===== src/rtl/stim_sweep_ctrl.sv =====
// rtl/stim_sweep_ctrl.sv - per-group ascending stimulus sweep with settle delay and sample handshake
module stim_sweep_ctrl #(
  parameter int W0     = 8,
  parameter int W1     = 32,
  parameter int W2     = 32,
  parameter int SETTLE = 1,
  parameter int CNT_W  = 32
) (
  input  logic             clk,
  input  logic             rst_n,
  input  logic             start,
  input  logic             abort,
  input  logic [2:0]       grp_en,
  input  logic [CNT_W-1:0] limit,
  output logic [W0-1:0]    stim_g0,
  output logic [W1-1:0]    stim_g1,
  output logic [W2-1:0]    stim_g2,
  output logic             smp_valid,
  input  logic             smp_ready,
  output logic [1:0]       grp_idx,
  output logic [CNT_W-1:0] vec_idx,
  output logic             busy,
  output logic             done,
  output logic             aborted
);

  localparam logic [1:0] S_IDLE   = 2'd0;
  localparam logic [1:0] S_SETTLE = 2'd1;
  localparam logic [1:0] S_SAMPLE = 2'd2;
  localparam logic [1:0] S_DONE   = 2'd3;

  localparam logic [1:0]       S_ENTRY     = (SETTLE == 0) ? S_SAMPLE : S_SETTLE;
  localparam logic [31:0]      SETTLE_LAST = (SETTLE > 0) ? 32'(SETTLE - 1) : 32'd0;
  localparam logic [CNT_W-1:0] MAX0 = {CNT_W{1'b1}} >> (CNT_W - W0);
  localparam logic [CNT_W-1:0] MAX1 = {CNT_W{1'b1}} >> (CNT_W - W1);
  localparam logic [CNT_W-1:0] MAX2 = {CNT_W{1'b1}} >> (CNT_W - W2);

  logic [1:0]       state_q, state_d;
  logic [2:0]       en_q, en_d;
  logic [CNT_W-1:0] limit_q, limit_d;
  logic [1:0]       grp_q, grp_d;
  logic [CNT_W-1:0] vec_q, vec_d;
  logic [W0-1:0]    s0_q, s0_d;
  logic [W1-1:0]    s1_q, s1_d;
  logic [W2-1:0]    s2_q, s2_d;
  logic [31:0]      cnt_q, cnt_d;
  logic             aborted_q, aborted_d;

  logic [CNT_W-1:0] cap_max, last_v, nxt_vec;
  logic [1:0]       first_grp, nxt_grp;
  logic             has_nxt;

  always_comb begin
    cap_max = (grp_q == 2'd0) ? MAX0 : (grp_q == 2'd1) ? MAX1 : MAX2;
    last_v  = (limit_q < cap_max) ? limit_q : cap_max;
    nxt_vec = vec_q + 1'b1;

    first_grp = grp_en[0] ? 2'd0 : (grp_en[1] ? 2'd1 : 2'd2);
    has_nxt   = 1'b0;
    nxt_grp   = grp_q;
    case (grp_q)
      2'd0: begin
        if (en_q[1]) begin
          has_nxt = 1'b1;
          nxt_grp = 2'd1;
        end else if (en_q[2]) begin
          has_nxt = 1'b1;
          nxt_grp = 2'd2;
        end
      end
      2'd1: begin
        if (en_q[2]) begin
          has_nxt = 1'b1;
          nxt_grp = 2'd2;
        end
      end
      default: ;
    endcase
  end

  always_comb begin
    state_d   = state_q;
    en_d      = en_q;
    limit_d   = limit_q;
    grp_d     = grp_q;
    vec_d     = vec_q;
    s0_d      = s0_q;
    s1_d      = s1_q;
    s2_d      = s2_q;
    cnt_d     = cnt_q;
    aborted_d = aborted_q;

    case (state_q)
      S_IDLE: begin
        if (start) begin
          if (grp_en != 3'b000) begin
            en_d      = grp_en;
            limit_d   = limit;
            aborted_d = 1'b0;
            grp_d     = first_grp;
            vec_d     = '0;
            s0_d      = '0;
            s1_d      = '0;
            s2_d      = '0;
            cnt_d     = '0;
            state_d   = S_ENTRY;
          end else begin
            state_d = S_DONE;
          end
        end
      end
      S_SETTLE: begin
        if (abort) begin
          state_d   = S_DONE;
          aborted_d = 1'b1;
          s0_d = '0;
          s1_d = '0;
          s2_d = '0;
        end else if (cnt_q == SETTLE_LAST) begin
          state_d = S_SAMPLE;
        end else begin
          cnt_d = cnt_q + 32'd1;
        end
      end
      S_SAMPLE: begin
        // abort takes priority over a coincident handshake
        if (abort) begin
          state_d   = S_DONE;
          aborted_d = 1'b1;
          s0_d = '0;
          s1_d = '0;
          s2_d = '0;
        end else if (smp_ready) begin
          cnt_d = '0;
          if (vec_q < last_v) begin
            vec_d   = nxt_vec;
            state_d = S_ENTRY;
            case (grp_q)
              2'd0:    s0_d = nxt_vec[W0-1:0];
              2'd1:    s1_d = nxt_vec[W1-1:0];
              default: s2_d = nxt_vec[W2-1:0];
            endcase
          end else begin
            s0_d = '0;
            s1_d = '0;
            s2_d = '0;
            if (has_nxt) begin
              grp_d   = nxt_grp;
              vec_d   = '0;
              state_d = S_ENTRY;
            end else begin
              state_d = S_DONE;
            end
          end
        end
      end
      default: begin
        state_d = S_IDLE;
      end
    endcase
  end

  always_ff @(posedge clk or negedge rst_n) begin
    if (!rst_n) begin
      state_q   <= S_IDLE;
      en_q      <= '0;
      limit_q   <= '0;
      grp_q     <= '0;
      vec_q     <= '0;
      s0_q      <= '0;
      s1_q      <= '0;
      s2_q      <= '0;
      cnt_q     <= '0;
      aborted_q <= 1'b0;
    end else begin
      state_q   <= state_d;
      en_q      <= en_d;
      limit_q   <= limit_d;
      grp_q     <= grp_d;
      vec_q     <= vec_d;
      s0_q      <= s0_d;
      s1_q      <= s1_d;
      s2_q      <= s2_d;
      cnt_q     <= cnt_d;
      aborted_q <= aborted_d;
    end
  end

  assign stim_g0   = s0_q;
  assign stim_g1   = s1_q;
  assign stim_g2   = s2_q;
  assign grp_idx   = grp_q;
  assign vec_idx   = vec_q;
  assign aborted   = aborted_q;
  assign smp_valid = (state_q == S_SAMPLE);
  assign busy      = (state_q == S_SETTLE) || (state_q == S_SAMPLE);
  assign done      = (state_q == S_DONE);

endmodule


===== config.mk =====
export PLATFORM = sky130hd
export DESIGN_NAME = stim_sweep_ctrl
export DESIGN_NICKNAME = d
export VERILOG_FILES = /design/src/rtl/stim_sweep_ctrl.sv
export SDC_FILE = /design/constraint.sdc
export NUM_CORES = 1
export LEC_CHECK = 0
export CORE_ASPECT_RATIO = 0.75
export CORE_MARGIN = 8
export CORE_UTILIZATION = 40
export CTS_CLUSTER_SIZE = 25
export DETAILED_ROUTE_END_ITERATION = 8
export GPL_TIMING_DRIVEN = 0
export MAX_ROUTING_LAYER = met4
export PLACE_DENSITY = 0.69
export SETUP_SLACK_MARGIN = 0.02
export SYNTH_ARGS = -nofsm -noshare
export SYNTH_HDL_FRONTEND = slang
export SYNTH_SLANG_ARGS = --single-unit

===== constraint.sdc =====
create_clock -name clk -period 11.6 [get_ports clk]
set_input_delay 2.32 -clock clk [delete_from_list [all_inputs] [get_ports clk]]
set_output_delay 2.32 -clock clk [all_outputs]
set_load 0.05 [all_outputs]

# After elaboration in Yosys (flattened, before gate mapping)
# Cells that the tools add are included.
# totals
input_bits	40
register_bits	176
elab_cells	115
out_inout_bits	110
# op_classes
eq_ne	21
n_addsub	2
n_reduce_logical	19
n_lt_le_gt_ge	2
n_mux	61
# ops
operator	n
$mux 32	21
$pmux 32 s3	3
$add 32x1->32 const B	2
$lt 32x32->1	2
$pmux 32 s2	1
$mux 8	7
$mux 2	18
$logic_not 32->1	1
$pmux 8 s3	1
$reduce_and 6->1	4
$ne 2x2->1 const B	7
$ne 4x4->1 const B	3
$pmux 2 s2	2
$reduce_and 8->1	1
$reduce_and 7->1	1
$ne 2x1->1 const B	3
$ne 3x1->1 const B	2
$pmux 2 s3	1
$reduce_and 3->1	2
$reduce_bool 3->1	2
$mux 1	5
$eq 2x1->1 const B	2
$eq 2x2->1 const B	2
$logic_not 2->1	2
7 further kinds	10

# Longest topological paths before layout
# logic_depth
ltp_word	9
ltp_mapped	18
depth_no_buf	14

# Worst setup path before layout
# OpenSTA, ideal clock, no wires.
# synth_path
path_type	input port to flip-flop
startpoint	input port abort
endpoint	register cnt_q[25]
setup_ps	132
path_buffers	1
stages	8
t_arrival_ps	4170
path_slack_ps	7298
path_cell_list	buf_6 > nand2b_1 > a211o_1 > or3b_4 > a2111oi_4 > and3_1 > xnor2_1 > nor2_1
# synth_via
elab_chain_len	2
elab_cells_between_ends	3
classes_between	eq/ne (2); reduce/logical (1)
# synth_lines
item	line_no	rtl
from (decl)	12	input logic abort,
$ne 2x2->1 (no source line)	n/a	
$reduce_and 7->1 (no source line) (*)	n/a	
to (signal assigned)	184	cnt_q <= cnt_d;
to (decl)	46	logic [31:0] cnt_q, cnt_d;
# Every way passes the cells marked *; elsewhere a longest branch is shown, timed or not.
# A chain may end at the register's enable or synchronous reset.

# Final worst setup path
# layout_path
startpoint	register grp_q[0], in the netlist grp_idx[0]
endpoint	register vec_q[0], in the netlist vec_idx[0]
# layout_via
elab_chain_len	9
elab_cells_between_ends	13
classes_between	order compare (2); eq/ne (2); mux (7); reduce/logical (2)
# layout_lines
item	line_no	rtl
from (decl)	41	logic [1:0] grp_q, grp_d;
from (signal assigned)	179	grp_q <= grp_d;
$logic_not 2->1	54, 61	
$mux 32	54	cap_max = (grp_q == 2'd0) ? MAX0 : (grp_q == 2'd1) ? MAX1 : MAX2;
$lt 32x32->1	55	last_v = (limit_q < cap_max) ? limit_q : cap_max;
$mux 32	55	
$lt 32x32->1	135	if (vec_q < last_v) begin
$mux 32	135	
$mux 32	133	end else if (smp_ready) begin
$mux 32	127	if (abort) begin
$pmux 32 s2	93	case (state_q)
to (signal assigned)	180	vec_q <= vec_d;
to (decl)	42	logic [CNT_W-1:0] vec_q, vec_d;
# Several ways; a longest one is shown, not always the timed one. The select of a mux whose other input is x is not followed.

==> out/qor.yml <==
worst_setup_path:
  worstSetupEndpointType: "flop"
  cpLargestDelayFamily: "compound AO/OA/AOI/OAI gates"
  r2r_start: "grp_idx[0]$_DFFE_PN0P_"
  crit_start: "grp_idx[0]$_DFFE_PN0P_"
  critPathRequiredTime_ns: 11.98
  critPathArrivalTime_ns: 5.86
  critPathMaxFanout: 10
  cp.buffers_inverters: 3
  cp-start-kind: "flop"
  crit_chain: "or2_2 -> clkbuf_1 -> a21oi_1 -> o22ai_1 -> o21ai_1 -> clkbuf_1 -> o21ai_0 -> ha_1 -> nand4_1 -> nor4_1 -> o2111a_1 -> o2111ai_1 -> and3_1 -> a21oi_1 -> buf_2 -> mux2_2"
  cp_slowest_cell: "nor4_1"
  timing_worst_setup_path_type: "reg2reg"
  slowest_delay_ns: 0.62
detailed_routing:
  dr.pass1.iters: 6
  vias: 7868
  remaining_drc_errors: 0
  wl_per_cell_um: 20.3
  vias_per_cell: 5.74
  drt_iter0_markers: 648
  ant_nets: 0
  routed_wl_um: 27800
timing:
  min_period_ns: 5.47
  fmax_mhz: 183
  rsz0062_at_grt: "false"
  fin_tns_setup_ns: 0
  skew_ns: 0.00857
  drv_slew: 0
  finalCritPeriodShare_pct: 47.2
  worst_pin_slew_ns: 1.13
  relSlewSlack_pct: 23.8
  setup_ws_ns: 6.13
  setup_violations: 0
  hold_viol_final: 0
logic_synthesis:
  async_flop_share_pct: 100
  syn_area_per_cell_um2: 10.4
  yosysMostFrequentCell: "dfrtp_1"
  yosys_warnings: 0
  synth_top_area_share_pct: 47.4
  ys_seq_area_share_pct: 47.4
  syn_area_um2: 9240
  synth_commonest_cells: "dfrtp_1, nor2_1, o2bb2ai_1"
  synth_edf_count: 0
  yosys.area.top_type: "dfrtp_1"
  synth_cell_types: 57
  synthesis.nets: 968
  synthCells: 890
  synth_seq_cells: 175
  ys_top_cells_by_area: "dfrtp_1, o2bb2ai_1, ha_1, mux2_2, nor2_1"
  ys.flop_type: "dfrtp_1"
cts:
  htreeDepth: 4
  numClockSinks: 175
  cts_tree: "yes"
  cts_setup_buffers: 0
  clock_latency_ns: 0.44
  clockRootBuffer: "clkbuf_16"
  postCtsResizedCells: 0
  cts_buffers: 17
  clk_pin_slew_ns: 0.07
  cts-hold-fix-buffers: 0
  clock_path_buffers: 2
run:
  max_cap_viol_count: 0
placed_design:
  place_congestion: 0.881
  pre_cts_ws_ns: 6.33
  io_buffers: 148
  place_area_um2: 11100
  dp_hpwl_um: 20800
pwr:
  peakVddDrop_mv: 0.153
  p_per_area_nw_per_um2: 190
  total_power_mw: 2.23
  leakage_nw: 4.98
min_path:
  hp-class: "reg2reg"
  hp-start: "stim_g0[2]$_DFFE_PN0P_"
floorplanning:
  core_area_um2: 22800
  ios: 150
  die_y_um: 148
  die_area_um2: 28300
  rows: 48
  start_util_pct: 40.5
  dieWidth_um: 191
global_route:
  grt-ovfl-total: 0
  grt_max_degree: 119
  grt_pass1_vias: 7654
  groute.usage.overall_pct: 20.5
  antenna_found_initial: 0
  grt_pass1_wl_um: 43900
cells_and_area:
  drive_above_1_share_pct: 9.53
  nFillCells: 2093
  area.growth.synth_to_final_pct: 27.2
  nNetsFinal: 1136
  design_area_um2: 11800
run_status:
  outcome: "complete, no violations"
worst reg2reg max path, stage by stage, from the launching register on:
cell       delay, ns
dfrtp_1         0.45
or2_2           0.31
clkbuf_1        0.23
a21oi_1         0.21
o22ai_1         0.15
o21ai_1         0.47
clkbuf_1        0.48
o21ai_0         0.16
ha_1            0.33
nand4_1         0.17
nor4_1          0.62
o2111a_1        0.31
o2111ai_1       0.23
and3_1          0.32
a21oi_1         0.39
buf_2           0.39
mux2_2          0.22
per-layer routing:
metal,track usage [%],routed length (um),share of wire (%),vias up
met4,5.49,380,1.4,0
met3,4.73,2180,7.8,28
met5,-,0,0,-
met1,29.1,13300,48,3895
li1,-,-,-,3677
met2,28.8,12000,43,268
kinds of logic (layout without fill, tap and decap cells):
logic type / after synthesis / in the layout / share of synthesized area [%]
and+or+nand+nor: 312 / 312 / 17.5
AOI/OAI and AO/OA: 210 / 210 / 17.4
DFF: 175 / 175 / 47.4
buffers and inverters: 65 / 245 / 2.98
xor gates and xnor gates: 53 / 53 / 5.02
adders and majority gates: 38 / 38 / 5.15
muxes: 37 / 37 / 4.48
other: 0 / 1 / 0
worst paths after layout:
path                                     endpoint  slack [ns]  cells after the start
hold reg to reg            stim_g0[2]$_DFFE_PN0P_        0.49                      1
setup reg to reg           vec_idx[0]$_DFFE_PN0P_        6.13                     16
max in group asynchronous   cnt_q[10]$_DFFE_PN0P_        8.81                      2
hold / removal             stim_g0[2]$_DFFE_PN0P_        0.49                      1
min in group asynchronous  stim_g1[7]$_DFFE_PN0P_        1.80                      1
setup / recovery           vec_idx[0]$_DFFE_PN0P_        6.13                     16
stage by stage:
step                hold slack [ns]  util (%)  cells
detailed placement            0.476      48.8   1339
finish                        0.487      51.5   1371
CTS                           0.492      51.5   1370
global placement              0.472      48.6   1338
global route                  0.505      51.5   1370
floorplan                     0.495         -    890
cells in the final DEF, fill, tap and decap left out, types with 4 or more instances in the layout:
cell type,count
nand2_1,51
clkbuf_16,17
nor3_1,8
nor4_1,28
and3_1,15
xor2_1,35
nand4_1,43
o211ai_1,4
buf_2,19
nor2_1,90
clkdlybuf4s50_1,147
inv_1,14
o2bb2ai_1,72
dfrtp_1,175
and4_1,11
or3_1,9
nor3b_1,4
mux2_2,35
o21ai_0,39
and2_1,12
a21oi_1,30
a221o_1,10
inv_6,4
a21o_1,16
nand3_1,25
o21ai_1,4
xnor2_1,18
a211o_1,6
clkbuf_1,29
ha_1,38
o21a_1,5
power by group:
group / internal, mW / switching (mW)
clock network: 0.349 / 0.262
logic: 0.269 / 0.583
registers: 0.689 / 0.0831
registers in the layout, summed over array words and instances (netlist names):
register and cells:
aborted 1, cnt_q 32, en_q 2, grp_idx 2
limit_q 32, state_q 2, stim_g0 8, stim_g1 32
stim_g2 32, vec_idx 32
final cells by class:
| type | instances | area, um2 | area share [%] |
|---|---|---|---|
| flip-flops and latches | 175 | 4380 | 37.3 |
| well taps | 300 | 375 | 3.19 |
| diodes | 1 | 2.50 | 0.0213 |
| clock inverters | 13 | 178 | 1.51 |
| repair buffers | 149 | 1510 | 12.9 |
| plain buffers | 51 | 223 | 1.89 |
| multi-input cells | 650 | 4590 | 39.1 |
| clock buffers | 18 | 439 | 3.74 |
| inverters | 14 | 52.6 | 0.447 |
No activity file was read; power rests on OpenSTA's default activity.
